**src/rtl/uart_pkg.sv**
```systemverilog
// Shared definitions for the UART receive path: FSM state encoding and
// the baud-period calculation used to size the oversampling counter.
package uart_pkg;

  typedef enum logic [1:0] {
    S_IDLE  = 2'd0,
    S_START = 2'd1,
    S_DATA  = 2'd2,
    S_STOP  = 2'd3
  } state_t;

  // Clock cycles per serial bit, truncated toward zero.
  function automatic int unsigned calc_cycle(input int unsigned clk_mhz,
                                             input int unsigned baud);
    return (clk_mhz * 32'd1_000_000) / baud;
  endfunction

endpackage

```
**src/rtl/uart_sync2.sv**
```systemverilog
// Two-flop synchronizer for an asynchronous input; both stages reset to 1
// so an idle-high serial line looks idle straight out of reset.
module uart_sync2 (
  input  logic clk,
  input  logic rst,
  input  logic d,
  output logic q
);

  logic meta;

  always_ff @(posedge clk or negedge rst) begin
    if (!rst) begin
      meta <= 1'b1;
      q    <= 1'b1;
    end else begin
      meta <= d;
      q    <= meta;
    end
  end

endmodule

```
**src/rtl/uart_rx.sv**
```systemverilog
// 8N1 UART receiver: mid-bit sampling from a baud-cycle counter, one-entry
// valid/ready output register, single-cycle framing-error and overrun pulses.
module uart_rx
  import uart_pkg::*;
#(
  parameter int unsigned CLK_FREQ = 27,
  parameter int unsigned BAUD     = 115200
) (
  input  logic       clk,
  input  logic       rst,
  input  logic       rx,
  output logic [7:0] data,
  output logic       valid,
  input  logic       ready,
  output logic       frame_err,
  output logic       overrun
);

  localparam int unsigned CYCLE      = calc_cycle(CLK_FREQ, BAUD);
  localparam int unsigned HALF       = CYCLE / 2;
  localparam logic [31:0] CYCLE_LAST = 32'(CYCLE - 1);
  localparam logic [31:0] HALF_LAST  = 32'(HALF - 1);

  logic        rs;
  logic        rs_d;
  state_t      state;
  logic [31:0] cycle_cnt;
  logic [2:0]  bit_cnt;
  logic [7:0]  shift;

  uart_sync2 u_sync (
    .clk (clk),
    .rst (rst),
    .d   (rx),
    .q   (rs)
  );

  always_ff @(posedge clk or negedge rst) begin
    if (!rst) begin
      state     <= S_IDLE;
      cycle_cnt <= '0;
      bit_cnt   <= '0;
      shift     <= '0;
      data      <= '0;
      valid     <= 1'b0;
      frame_err <= 1'b0;
      overrun   <= 1'b0;
      rs_d      <= 1'b1;
    end else begin
      rs_d      <= rs;
      frame_err <= 1'b0;
      overrun   <= 1'b0;
      // A commit later in this block overrides this consume.
      if (valid && ready) valid <= 1'b0;

      case (state)
        S_IDLE: begin
          cycle_cnt <= '0;
          bit_cnt   <= '0;
          // Only a genuine high-to-low transition arms the receiver.
          if (rs_d && !rs) state <= S_START;
        end

        S_START: begin
          if (cycle_cnt == HALF_LAST) begin
            cycle_cnt <= '0;
            state     <= rs ? S_IDLE : S_DATA;
          end else begin
            cycle_cnt <= cycle_cnt + 32'd1;
          end
        end

        S_DATA: begin
          if (cycle_cnt == CYCLE_LAST) begin
            cycle_cnt <= '0;
            shift     <= {rs, shift[7:1]};
            bit_cnt   <= bit_cnt + 3'd1;
            if (bit_cnt == 3'd7) state <= S_STOP;
          end else begin
            cycle_cnt <= cycle_cnt + 32'd1;
          end
        end

        S_STOP: begin
          if (cycle_cnt == CYCLE_LAST) begin
            cycle_cnt <= '0;
            state     <= S_IDLE;
            if (rs) begin
              if (!valid || ready) begin
                data  <= shift;
                valid <= 1'b1;
              end else begin
                overrun <= 1'b1;
              end
            end else begin
              frame_err <= 1'b1;
            end
          end else begin
            cycle_cnt <= cycle_cnt + 32'd1;
          end
        end

        default: begin
          state     <= S_IDLE;
          cycle_cnt <= '0;
        end
      endcase
    end
  end

endmodule
```
**config.mk**
```make
export PLATFORM = sky130hd
export DESIGN_NAME = uart_rx
export DESIGN_NICKNAME = d
export VERILOG_FILES = /design/src/rtl/uart_pkg.sv /design/src/rtl/uart_sync2.sv /design/src/rtl/uart_rx.sv
export SDC_FILE = /design/constraint.sdc
export NUM_CORES = 1
export LEC_CHECK = 0
export CAP_MARGIN = 20
export CORE_ASPECT_RATIO = 0.7
export CORE_MARGIN = 5
export CORE_UTILIZATION = 30
export DETAILED_ROUTE_END_ITERATION = 10
export DONT_BUFFER_PORTS = 1
export HOLD_SLACK_MARGIN = 0.08
export PLACE_DENSITY = 0.51
export SLEW_MARGIN = 20
export SYNTH_ARGS = -nofsm -noshare
export SYNTH_HDL_FRONTEND = slang
export SYNTH_SLANG_ARGS = --single-unit
```
**constraint.sdc**
```tcl
create_clock -name clk -period 4.8 [get_ports clk]
set_input_delay 0.24 -clock clk [delete_from_list [all_inputs] [get_ports clk]]
set_output_delay 0.24 -clock clk [all_outputs]
set_load 0.01 [all_outputs]
```
Word-level counts from Yosys, hierarchy flattened
Cells that the tools add are included.
{ "word_totals": {"regBits": 59, "word_cells": 60, "output_inout_bits": 11} }
{ "op_classes": {"n_eq_ne": 11, "muxes": 24, "addsub": 2, "n_reduce_logical": 12} }
{ "ops": {"columns": ["operator", "n"], "rows": [
  ["$pmux W32 S3", 1],
  ["$mux W32", 2],
  ["$add A32 B1 Y32 const B", 1],
  ["$eq A32 B7 Y1 const B", 1],
  ["$eq A32 B8 Y1 const B", 1],
  ["$mux W1", 12],
  ["$mux W2", 6],
  ["$ne A2 B2 Y1 const B", 5],
  ["$pmux W2 S4", 1],
  ["$pmux W3 S2", 1],
  ["$reduce_and A5 Y1", 1],
  ["$eq A2 B2 Y1 const B", 2],
  ["$reduce_and A2 Y1", 2],
  ["$reduce_and A4 Y1", 1],
  ["$add A3 B1 Y3 const B", 1],
  ["$eq A3 B3 Y1 const B", 1],
  ["$mux W3", 1],
  ["$eq A2 B1 Y1 const B", 1],
  ["$logic_and A1 B1 Y1", 2],
  ["$logic_not A1 Y1", 2],
  ["$logic_not A2 Y1", 1],
  ["$reduce_bool A2 Y1", 1],
  ["$reduce_or A2 Y1", 1],
  ["$logic_or A1 B1 Y1", 1]
]} }

Longest topological paths before layout
{ "depth": {"ltp_word": 6, "depth_mapped": 8, "depth_no_buf": 7} }

Modules after synthesis
A second synthesis with hierarchy kept.
{ "unflattened": {"cells_unflattened": 256, "area_unflattened_um2": 2785.2} }
{ "by_module_without_submodules": {"columns": ["module", "seq_area_each_um2", "area_each_um2", "instances", "cells_per_inst"], "rows": [
  ["uart_rx", 1427.6, 2732.6, 1, 254],
  ["uart_sync2", 52.6, 52.6, 1, 2]
]} }

Least setup slack after synthesis
No wires, ideal clock.
{ "synth_path": {"path_kind": "flip-flop to flip-flop", "start": "register cycle_cnt[1]", "end": "register data[0]", "period_less_slack_ps": 2051, "setup_time_ps": 125, "t_required_ps": 4675, "stages_incl_launch_ff": 8, "setup_slack_ps": 2749, "n_path_buf": 0, "arrival_time_ps": 1926, "path_cell_list": "dfrtp_1 inv_1 ha_1 nand4_1 nor3_1 nand3_4 nor3b_4 mux2_2"} }
{ "synth_between": {"elab_chain_cells": 2} }
{ "synth_rtl": {"columns": ["item", "line", "rtl"], "rows": [
  ["from (decl)", "uart_rx.sv:27", "logic [31:0] cycle_cnt;"],
  ["from (signal assigned)", "uart_rx.sv:69", "cycle_cnt <= cycle_cnt + 32'd1;"],
  ["from (signal assigned)", "uart_rx.sv:80", "cycle_cnt <= cycle_cnt + 32'd1;"],
  ["from (signal assigned)", "uart_rx.sv:99", "cycle_cnt <= cycle_cnt + 32'd1;"],
  ["$eq A32 B8 Y1", "uart_rx.sv:85", "if (cycle_cnt == CYCLE_LAST) begin"],
  ["$reduce_and A4 Y1 (no line)", null, null],
  ["to (signal assigned)", "uart_rx.sv:90", "data <= shift;"],
  ["to (decl)", "uart_rx.sv:12", "output logic [7:0] data,"]
]} }
Every way passes these cells.
A chain may end at the register's enable or synchronous reset.

Worst setup path in the final report
{ "layout_path": {"start": "register cycle_cnt[1]", "end": "register data[7]"} }
Same word-level chain as after synthesis.

==> summary.md <==
| Metric | Value |
|---|---|
| Worst Skew | 0.009943 ns |
| Pre-CTS setup slack | between 2 and 2.5 ns |
| FF+latch area | roughly 1500 µm² |
| Core Rows | 29 |
| Clk root buf | clkbuf_16 |
| Antenna Cells | 0 |
| Worst slew pin tran | slightly above 0.9 ns |
| CP Launch Type | register |
| Cells after Synth | around 250 |
| #FFs+latches synth | 59 |
| Drt via density | between 4 and 5 |
| Number of synthesized flops with an enable pin | 0 |
| Clock latency on the worst-skew pair | roughly 0.32 ns |
| Synth-to-Final Area Change | 18.41% |
| Final nets | between 200 and 300 |
| Initial DRC Count | 96 |
| Final hold violation count | 0 |
| Net Sw Frac | around a quarter |
| WL per Instance | about 14 µm |
| Share of cells above drive strength 1 | about 17% |
| Fin Hold WS | 0.1483 ns |
| Layout Utilization | ~36% |
| Max Buffers Root-to-Sink | 2 |
| Gr usage total | between 10 and 15% |
| CTS H-tree lvls | 3 |
| GP Congestion | roughly 0.73 |
| Initial antenna violation count | 0 |
| Sequential share of power | just over 40% |
| RSZ-0062 raised after global routing | false |
| R2r worst-path depth | 7 |
| Pleak | ~0.0015 µW |
| Fillers | about 900 |
| CP Capture Type | register |
| Detailed placement HPWL | around 3.6 mm |
| Top-Level Pins | 15 |
| Post-synth cell types | 38 |
| Reg2Reg Capture Point | data[7] |
| Async set or reset register ratio after synthesis | 100.0% |
| Crit path time final | 2.421 ns |
| Internal Power | about 1100 µW |
| Worst VDD drop | approximately 0.18 mV |
| Full die area | 11320 µm² |
| Max Clk Rate | a little over 400 MHz |
| Initial core utilization | 30.65% |
| Count of input and output buffers | 0 |
| Syn nets | 263 |
| # Max-Cap Violations | 0 |
| Vert. Die Dim | 90.54 µm |
| Crit Path Max Fanout | 10 |
| Vias | 1834 |
| Core ar. | 9071 µm² |
| Gr ovfl total | 0 |
| Setup TNS | 0 ns |
| Die width | approximately 130 µm |
| Synth Warn # | 0 |
| DRC | 0 |
| Post-Syn Area | around 2800 µm² |
| Pwr dens | 436.3 nW/µm² |
| Sw Pwr | around 360 µW |
| Clock sinks | 59 |
| HP Class | in -> reg |
| Synth Flop Type | dfrtp_1 |
| Critical path endpoint | data[7] |
| Comb pwr share | 10.3% |
| Total chip power | 1436 µW |
| First-pass GRT wire length | 9.487 mm |
| DR pass1 iterations | 4 |
| Vias in the first global route | 1848 |
| Setup ws final | 2.379 ns |
| TritonCTS clock tree | built |
| Num CTS Buffers | 9 |
| Final setup viols | 0 |
| Slew HR | around two fifths |
| Drt total wl | 5.405 mm |
| Sequential fraction of the synthesis area | 53.24% |
| Critical path type | reg -> reg |
| Clk pwr share | between 40% and 50% |
| Post-CTS Setup Bufs | 0 |
| Max-slew violation count | 0 |
| CP required | around 5.0 ns |
| Avg Cell Area, Syn | approximately 11 µm² |
| Area of the multi-input gates | 1250 µm² |
| Largest net degree at the start of global routing | 60 |
| RR Startpoint | cycle_cnt[1] |
| Worst Setup SP | cycle_cnt[1] |
| Final Cycle Share | between 50% and 60% |
| Status | finished, final reports clean |
| CP Data Arrival Time | roughly 2.6 ns |
| Setup slack, reg-to-reg | roughly 2.4 ns |
| Clock slew at reported path FFs | approximately 0.05 ns |
| DRT antenna net count | 0 |
-- cells in the mapped netlist (2+ instances only) --
cell      count  share of area (%)
nand2_1      12                1.6
dfstp_2       3                2.8
mux2_2       16                6.5
and3_1        4               0.90
clkbuf_1      3               0.41
nand4_1      15                3.4
xnor2_1       4                1.3
nor4_1        4               0.90
nand3_1      22                4.0
and3_2        3               0.81
inv_1         4               0.54
xor2_1       26                8.2
buf_2         5               0.90
o21ai_0       2               0.36
nand2b_1      2               0.45
nor2_1       35                4.7
and4_1        5                1.6
o311ai_0      2               0.63
nor3_1        6                1.1
ha_1          6                2.7
dfrtp_1      56                 50
a31oi_1       2               0.45
-- state kept, by name (all words and copies together), names as in the netlist, named ones only --
| signal | cells |
|---|---|
| u_sync.meta | 1 |
| state | 1 |
| bit_cnt | 3 |
| u_sync.q | 1 |
| data | 8 |
| cycle_cnt | 32 |
| valid | 1 |
| frame_err | 1 |
| shift | 8 |
| rs_d | 1 |
| overrun | 1 |
-- worst max-delay path: stages, from the launching register on --
cell,delay (ns)
dfrtp_1,0.42
inv_1,0.09
ha_1,0.14
nand4_1,0.09
nor3_1,0.49
nand3_4,0.23
nor3b_4,0.45
mux2_2,0.38
-- stage by stage --
stage / cell area (µm²) / cells
2_1_floorplan: 2780 / 253
3_3_place_gp: 2915 / 370
3_5_place_dp: 2915 / 370
4_1_cts: 3292 / 389
5_1_grt: 3292 / 389
6_report: 3292 / 389
-- cells in the final DEF (no fill, tap or decap), drive strengths merged, types with 3 or more instances in the layout --
| cell | instances |
|---|---|
| and3 | 7 |
| dfstp | 3 |
| ha | 6 |
| clkbuf | 12 |
| buf | 3 |
| mux2 | 16 |
| nor3 | 6 |
| nand4 | 15 |
| nor4 | 5 |
| xor2 | 26 |
| and4 | 6 |
| dfrtp | 56 |
| inv | 4 |
| xnor2 | 4 |
| nand2 | 12 |
| nor2 | 36 |
| nand3 | 23 |
-- power by group through the flow --
stage	Clock, µW	Sequential, µW	Combinational, µW
CTS	714	591	152
global route	733	600	169
detailed placement	0	597	136
finish	698	591	147
global placement	0	596	135
floorplan	0	572	125
-- final cells by class --
class	instances	share of cell area, %
Multi-Input combinational cell	181	37.97
Sequential cell	59	44.96
Clock buffer	12	7.792
Inverter	4	0.4561
Tap cell	124	4.713
Timing Repair Buffer	5	1.900
Clock inverter	4	2.204
-- how the worst min path moves through the flow --
stage / startpoint / end / slack, ns / depth (start not counted)
2_1_floorplan: rst / async pin / -0.06 / 0
3_3_place_gp: rst / cycle_cnt[5] / -0.05 / 0
3_5_place_dp: rst / cycle_cnt[5] / -0.05 / 0
4_1_cts: ready / overrun / 0.14 / 2
5_1_grt: ready / overrun / 0.15 / 2
6_report: ready / overrun / 0.15 / 2
-- what timing repair did --
| action | in CTS | in global routing |
|---|---|---|
| hold buffers | 3 | 0 |
| resized for setup | 0 | 0 |
| endpoints found under the hold margin | 60 | 0 |
-- cell families (layout without fill, tap and decap cells) --
logic type / after synthesis / after routing / share of synthesized area [%]
xor+xnor: 30 / 30 / 9.451
compound gates: 10 / 10 / 2.701
buf+inv: 13 / 25 / 2.025
flops: 59 / 59 / 53.24
mux: 16 / 16 / 6.481
simple gates: 119 / 119 / 23.40
fa+ha+maj: 6 / 6 / 2.700
-- per-layer routing --
metal | GRT usage, % | share of wire (%) | routed length (µm)
met1 | 14.88 | 53 | 2881
met2 | 14.40 | 44 | 2361
met3 | 3.251 | 2.0 | 107
met4 | 3.791 | 1.0 | 55
met5 | 0 | 0 | 0
No activity file was read; power rests on OpenSTA's default activity.
